### src/rtl/ps2_mouse_init_seq.sv
// PS/2 mouse bring-up sequencer: scripts reset/self-test/rate/resolution/stream-enable, checks ACKs, retries.
// Define PS2_WHEEL_DETECT_EN to add the wheel-unlock knock (F3 C8/64/50, F2) and ID capture.
module ps2_mouse_init_seq #(
  parameter logic [7:0]  SAMPLE_RATE  = 8'd100,
  parameter logic [7:0]  RESOLUTION   = 8'd2,
  parameter logic [23:0] ACK_TIMEOUT  = 24'd1_000_000,
  parameter logic [25:0] BAT_TIMEOUT  = 26'd40_000_000,
  parameter logic [2:0]  MAX_RETRIES  = 3'd3,
  parameter logic [25:0] FAIL_HOLDOFF = 26'd20_000_000
) (
  input  logic       clk,
  input  logic       rst,
  input  logic       rx_valid,
  input  logic [7:0] rx_byte,
  input  logic       tx_busy,
  input  logic       tx_error,
  output logic [7:0] tx_data,
  output logic       tx_load,
  output logic       rx_enable,
  output logic       mouse_ready,
  output logic       init_fail,
  output logic       wheel_present,
  output logic [3:0] seq_state
);

  typedef enum logic [3:0] {
    S_SEND = 4'd0, S_WAIT_TX = 4'd1, S_WAIT_RSP = 4'd2,
    S_RETRY = 4'd3, S_FAIL = 4'd4, S_RUN = 4'd5
  } state_t;

`ifdef PS2_WHEEL_DETECT_EN
  localparam int         NUM_STEPS = 13;
  localparam logic [3:0] ID_STEP   = 4'd7;
`else
  localparam int         NUM_STEPS = 6;
`endif
  localparam logic [3:0] LAST_STEP = 4'(NUM_STEPS - 1);

  function automatic logic [7:0] step_cmd(input logic [3:0] s);
`ifdef PS2_WHEEL_DETECT_EN
    case (s)
      4'd0:    step_cmd = 8'hFF;
      4'd1:    step_cmd = 8'hF3;
      4'd2:    step_cmd = 8'hC8;
      4'd3:    step_cmd = 8'hF3;
      4'd4:    step_cmd = 8'h64;
      4'd5:    step_cmd = 8'hF3;
      4'd6:    step_cmd = 8'h50;
      4'd7:    step_cmd = 8'hF2;
      4'd8:    step_cmd = 8'hF3;
      4'd9:    step_cmd = SAMPLE_RATE;
      4'd10:   step_cmd = 8'hE8;
      4'd11:   step_cmd = RESOLUTION;
      default: step_cmd = 8'hF4;
    endcase
`else
    case (s)
      4'd0:    step_cmd = 8'hFF;
      4'd1:    step_cmd = 8'hF3;
      4'd2:    step_cmd = SAMPLE_RATE;
      4'd3:    step_cmd = 8'hE8;
      4'd4:    step_cmd = RESOLUTION;
      default: step_cmd = 8'hF4;
    endcase
`endif
  endfunction

  state_t      state_q, state_d;
  logic [3:0]  step_q, step_d;
  logic [1:0]  exp_q, exp_d;
  logic [25:0] cnt_q, cnt_d;
  logic [2:0]  retry_q, retry_d;
  logic        load_q, load_d;
  logic [7:0]  data_q, data_d;
  logic        saw_aa_q, saw_aa_d;
  logic        wheel_q, wheel_d;

  logic [1:0]  exp_last;
  logic [7:0]  exp_byte;
  logic        id_slot, rsp_ok, timeout;
  logic [25:0] limit;

  // What the device owes us for the current step/expectation pointer.
  always_comb begin
    exp_last = (step_q == 4'd0) ? 2'd2 : 2'd0;
    exp_byte = 8'hFA;
    id_slot  = 1'b0;
    if (step_q == 4'd0) begin
      case (exp_q)
        2'd1:    exp_byte = 8'hAA;
        2'd2:    exp_byte = 8'h00;
        default: exp_byte = 8'hFA;
      endcase
    end
`ifdef PS2_WHEEL_DETECT_EN
    if (step_q == ID_STEP) begin
      exp_last = 2'd1;
      id_slot  = (exp_q == 2'd1);
    end
`endif
    limit   = (step_q == 4'd0 && exp_q == 2'd1) ? BAT_TIMEOUT : 26'(ACK_TIMEOUT);
    timeout = (cnt_q == limit - 26'd1);
    rsp_ok  = id_slot || (rx_byte == exp_byte);
  end

  always_comb begin
    state_d  = state_q;
    step_d   = step_q;
    exp_d    = exp_q;
    cnt_d    = cnt_q;
    retry_d  = retry_q;
    load_d   = load_q;
    data_d   = data_q;
    saw_aa_d = saw_aa_q;
    wheel_d  = wheel_q;
    case (state_q)
      S_SEND: begin
        data_d = step_cmd(step_q);
        if (load_q && tx_busy) begin
          load_d  = 1'b0;
          state_d = S_WAIT_TX;
        end else begin
          load_d = 1'b1;
        end
      end
      S_WAIT_TX: begin
        if (tx_error) state_d = S_RETRY;
        else if (!tx_busy) begin
          state_d = S_WAIT_RSP;
          cnt_d   = '0;
        end
      end
      S_WAIT_RSP: begin
        cnt_d = cnt_q + 26'd1;
        if (rx_valid) begin
          if (rsp_ok) begin
            cnt_d = '0;
            if (id_slot) wheel_d = (rx_byte == 8'h03);
            if (exp_q == exp_last) begin
              exp_d   = '0;
              retry_d = '0;
              if (step_q == LAST_STEP) begin
                state_d  = S_RUN;
                saw_aa_d = 1'b0;
              end else begin
                step_d  = step_q + 4'd1;
                state_d = S_SEND;
              end
            end else begin
              exp_d = exp_q + 2'd1;
            end
          end else begin
            state_d = S_RETRY;
          end
        end else if (timeout) begin
          state_d = S_RETRY;
        end
      end
      S_RETRY: begin
        exp_d   = '0;
        cnt_d   = '0;
        retry_d = retry_q + 3'd1;
        state_d = (retry_q + 3'd1 >= MAX_RETRIES) ? S_FAIL : S_SEND;
      end
      S_FAIL: begin
        cnt_d = cnt_q + 26'd1;
        if (cnt_q == FAIL_HOLDOFF - 26'd1) begin
          state_d = S_SEND;
          step_d  = '0;
          exp_d   = '0;
          retry_d = '0;
          wheel_d = 1'b0;
        end
      end
      S_RUN: begin
        // AA then 00 back-to-back means the device reset itself; BAT already done, skip FF.
        if (rx_valid) begin
          if (saw_aa_q && rx_byte == 8'h00) begin
            state_d  = S_SEND;
            step_d   = 4'd1;
            exp_d    = '0;
            retry_d  = '0;
            saw_aa_d = 1'b0;
          end else begin
            saw_aa_d = (rx_byte == 8'hAA);
          end
        end
      end
      default: state_d = S_SEND;
    endcase
  end

  always_ff @(posedge clk) begin
    if (rst) begin
      state_q  <= S_SEND;
      step_q   <= '0;
      exp_q    <= '0;
      cnt_q    <= '0;
      retry_q  <= '0;
      load_q   <= 1'b0;
      data_q   <= 8'h00;
      saw_aa_q <= 1'b0;
      wheel_q  <= 1'b0;
    end else begin
      state_q  <= state_d;
      step_q   <= step_d;
      exp_q    <= exp_d;
      cnt_q    <= cnt_d;
      retry_q  <= retry_d;
      load_q   <= load_d;
      data_q   <= data_d;
      saw_aa_q <= saw_aa_d;
      wheel_q  <= wheel_d;
    end
  end

  assign tx_data     = data_q;
  assign tx_load     = load_q;
  assign rx_enable   = !((state_q == S_SEND && load_q) || state_q == S_WAIT_TX);
  assign mouse_ready = (state_q == S_RUN);
  assign init_fail   = (state_q == S_FAIL);
  assign seq_state   = state_q;
`ifdef PS2_WHEEL_DETECT_EN
  assign wheel_present = wheel_q;
`else
  assign wheel_present = 1'b0;
`endif

endmodule

### config.mk
export PLATFORM = sky130hd
export DESIGN_NAME = ps2_mouse_init_seq
export DESIGN_NICKNAME = d
export VERILOG_FILES = /design/src/rtl/ps2_mouse_init_seq.sv
export SDC_FILE = /design/constraint.sdc
export NUM_CORES = 1
export LEC_CHECK = 0
export CELL_PAD_IN_SITES_DETAIL_PLACEMENT = 1
export CELL_PAD_IN_SITES_GLOBAL_PLACEMENT = 2
export CORE_MARGIN = 1.5
export CORE_UTILIZATION = 34
export DETAILED_ROUTE_END_ITERATION = 6
export DONT_BUFFER_PORTS = 1
export GPL_TIMING_DRIVEN = 0
export PLACE_DENSITY_LB_ADDON = 0.1
export REMOVE_ABC_BUFFERS = 1
export SETUP_SLACK_MARGIN = 0.3
export SLEW_MARGIN = 40
export SYNTH_ARGS = -nofsm -noshare
export SYNTH_HDL_FRONTEND = slang
export SYNTH_SLANG_ARGS = --single-unit
export TNS_END_PERCENT = 100
### constraint.sdc
create_clock -name clk -period 2.3 [get_ports clk]
set_input_delay 0.46 -clock clk [delete_from_list [all_inputs] [get_ports clk]]
set_output_delay 0.46 -clock clk [all_outputs]
set_load 0.1 [all_outputs]
==> impl_metrics.tcl <==
set metrics [dict create \
    status "finished, final reports clean" \
    reg2reg_slack_ns 0.07 \
    hold_buffers 0 \
    switching_share_pct 46.01 \
    synth_edf_count 0 \
    p_leak_nw 1.250 \
    cap_violations 0 \
    r2r_cells 7 \
    critPathMaxStageDelay_ns 0.38 \
    ys_ff_latch 47 \
    path_clk_slew_ns 0.10 \
    wl_met3_um 157 \
    nets 390 \
    seq_area_um2 980.9 \
    fin_skew_ns 0.004849 \
    cts_buffers 5 \
    p_int_mw 1.700 \
    htreeDepth 2 \
    wl_mm 8.309 \
    p_switching_mw 1.449 \
    cp_num_buf_inv 0 \
    power_density_mw_per_mm2 872.9 \
    report.final.slew_viol_count 0 \
    period_minus_slack_ns 2.231 \
    ant_nets 0 \
    die_area_mm2 0.008664 \
    rsz0062_at_grt "yes" \
    r2r-end "seq_state[1]$_SDFFE_PP0P_" \
    dpl_cell_area_mm2 0.002907 \
    drtIter0Drc 65 \
    cp.arrival_ns 2.44 \
    hp-start "rst" \
    hold_viol 0 \
    cts_tree "done" \
    dr_total_vias 2557 \
    setup_ws_ns 0.06926 \
    die_w_um 93.08 \
    end_kind "flop" \
    multi_input_area_mm2 0.001989 \
    synthDistinctLibCells 55 \
    initial_core_util_pct 35.34 \
    overflow 0 \
    cp_max_fo 5 \
    min_period_over_period_pct 96.99 \
    place_hpwl_mm 5.486 \
    crit_slowest_cell "or3_4" \
    worstSetupPathType "reg -> reg" \
    whs_ns 0.2038 \
    syn_area_per_cell_um2 8.067 \
    netlist_area_mm2 0.002759 \
    async_reset_ff_share_pct 0 \
    place_congestion 0.7207 \
    dieHeight_um 93.08 \
    vias_per_cell 5.429 \
    reg2reg_from "exp_q[1]$_SDFFE_PP0P_" \
    drc_errors 0 \
    wl_per_cell_um 17.64 \
    ys_warn_count 0 \
    syn_to_final_growth_pct 30.75 \
    fill_cells 929 \
    antenna_found_initial 0 \
    tightestPinTransition_ns 0.6905 \
    cp_cell_sequence "ha_4 -> nor4b_4 -> mux2_4 -> and3_4 -> and2_4 -> or3_4 -> o41ai_2" \
    grt_pass1_vias 2723 \
    root_buffer "clkbuf_8" \
    antenna_cells 0 \
    grt_util_all_layers_pct 19.75 \
    drive_gt1_share_pct 31.71 \
    clock_path_buffers 2 \
    synthFlopType "dfxtp_1" \
    pwr-share-clk_pct 20.1 \
    dr.max_layer_used "met4" \
    start_kind "flop" \
    clkLatencyLatePin_ns 0.31 \
    pwr-share-seq_pct 45.8 \
    slew_headroom_pct 53.38 \
    netlist_instances 342 \
    grt_first_pass_wirelength_mm 13.64 \
    final_cell_area_mm2 0.003607 \
    seq_area_frac_synth_pct 34.10 \
    cp_top_family "simple AND/OR/NAND/NOR gates" \
    setup_tns_ns 0 \
    cts.sinks 47 \
    met1Wirelength_mm 3.657 \
    dp_slack_ns -0.5655 \
    final-setup-viol-count 0 \
    ios 30 \
    final_util_pct 46.20 \
    fmax_mhz 448.3 \
    wl_met2_mm 4.442 \
    row_count 32 \
    grt_max_degree 18 \
    port_buffers 0 \
    required_ns 2.51 \
    hold_path_end "tx_data[0]$_SDFFE_PP0P_" \
    drt_first_pass_iters 4 \
    hp-class "in -> reg" \
    core_mm2 0.007807 \
    vdd_drop_max_v 0.0003195 \
    whs_path_depth 1 \
    p_comb_share_pct 34.1 \
]
## synthesized netlist by cell type, drive strengths merged, types with 5 or more instances
cell type   n  area share (%)
nor4bb      5             1.8
nand3      16             2.9
nor3       16             2.9
o21ai      17             3.1
dfxtp      47              34
xor2       15             4.8
nor4        7             1.8
a21oi      20             3.6
nor2       51             6.9
buf         9             2.8
and2        5             1.2
ha          9             4.1
and3        6             1.4
nand2      23             3.1
clkbuf     10             1.4
nand4      10             2.3
xnor2      12             3.8
nor2b       5             1.1
inv         9             1.2
## through the flow
step                instances  total power, mW
finish                    471            3.149
global route              471            3.303
CTS                       457            3.005
detailed placement        431            2.227
global placement          426            2.112
floorplan                 324            1.962
## cell families (layout without fill, tap and decap cells)
logic type	after synthesis	after routing	synth area share [%]
simple gates	163	163	31.52
fa+ha+maj	9	9	4.082
buf+inv	29	55	5.487
compound gates	62	62	14.42
mux	4	4	1.678
flops	47	47	34.10
xor+xnor	27	27	8.572
other cells	1	2	0.1359
## placed cells by master, fill, tap and decap left out, drive strengths merged, types with 3 or more instances in the layout
master / instances
a21oi: 20
a31oi: 4
and2: 5
and3: 6
and4: 3
buf: 36
clkbuf: 8
dfxtp: 47
ha: 9
inv: 9
nand2: 23
nand3: 16
nand4: 10
nor2: 51
nor2b: 5
nor3: 16
nor3b: 4
nor4: 7
nor4b: 3
nor4bb: 5
o21a: 3
o21ai: 17
o31ai: 4
xnor2: 12
xor2: 15
## power by group through the flow
stage	registers (mW)	logic, mW	clock network, mW
after floorplan	1.44	0.518	0
after global placement	1.48	0.630	0
after detailed placement	1.46	0.766	0
after CTS	1.43	0.921	0.650
after global routing	1.46	1.16	0.685
final	1.44	1.07	0.634
## how the worst max path moves through the flow
stage | start | endpoint | slack, ns | depth (start not counted)
final | exp_q[1]$_SDFFE_PP0P_ | seq_state[1]$_SDFFE_PP0P_ | 0.07 | 7
after floorplan | seq_state[0]$_SDFFE_PP0P_ | rx_enable | -1.22 | 1
after detailed placement | seq_state[2]$_SDFFE_PP0P_ | saw_aa_q$_SDFFE_PP0P_ | -0.57 | 5
after CTS | seq_state[2]$_SDFFE_PP0P_ | saw_aa_q$_SDFFE_PP0P_ | 0.03 | 5
after global placement | seq_state[2]$_SDFFE_PP0P_ | cnt_q[1]$_SDFFE_PP0P_ | -1.82 | 4
after global routing | exp_q[0]$_SDFFE_PP0P_ | seq_state[1]$_SDFFE_PP0P_ | -0.006 | 8
## registers in the layout, indices dropped and copies added, names as in the netlist
| signal | flops |
|---|---|
| cnt_q | 26 |
| tx_data | 7 |
| step_q | 4 |
| retry_q | 3 |
| seq_state | 3 |
| exp_q | 2 |
| saw_aa_q | 1 |
| tx_load | 1 |
## layer usage
layer  track usage [%]  up-vias
met1             23.12     1264
met3             3.496        6
li1                  -     1264
met5                 0        -
met4             3.788        0
met2             37.35       23
## area by class of cell
type / instances / area share [%]
multi-input combinational: 267 / 55.15
clock inverter: 1 / 0.8325
tap: 102 / 3.538
sequential: 47 / 27.19
timing repair buffer: 37 / 10.06
clock buffer: 7 / 2.116
inverter: 10 / 1.110
## timing repair
action	4_1_cts	5_1_grt
pin swaps	13	18
setup endpoints to repair	42	42
endpoints found under the hold margin	0	0
setup buffers	18	13
cloned	0	1
gates resized for setup	43	44
Power figures use the tool's default switching activity.
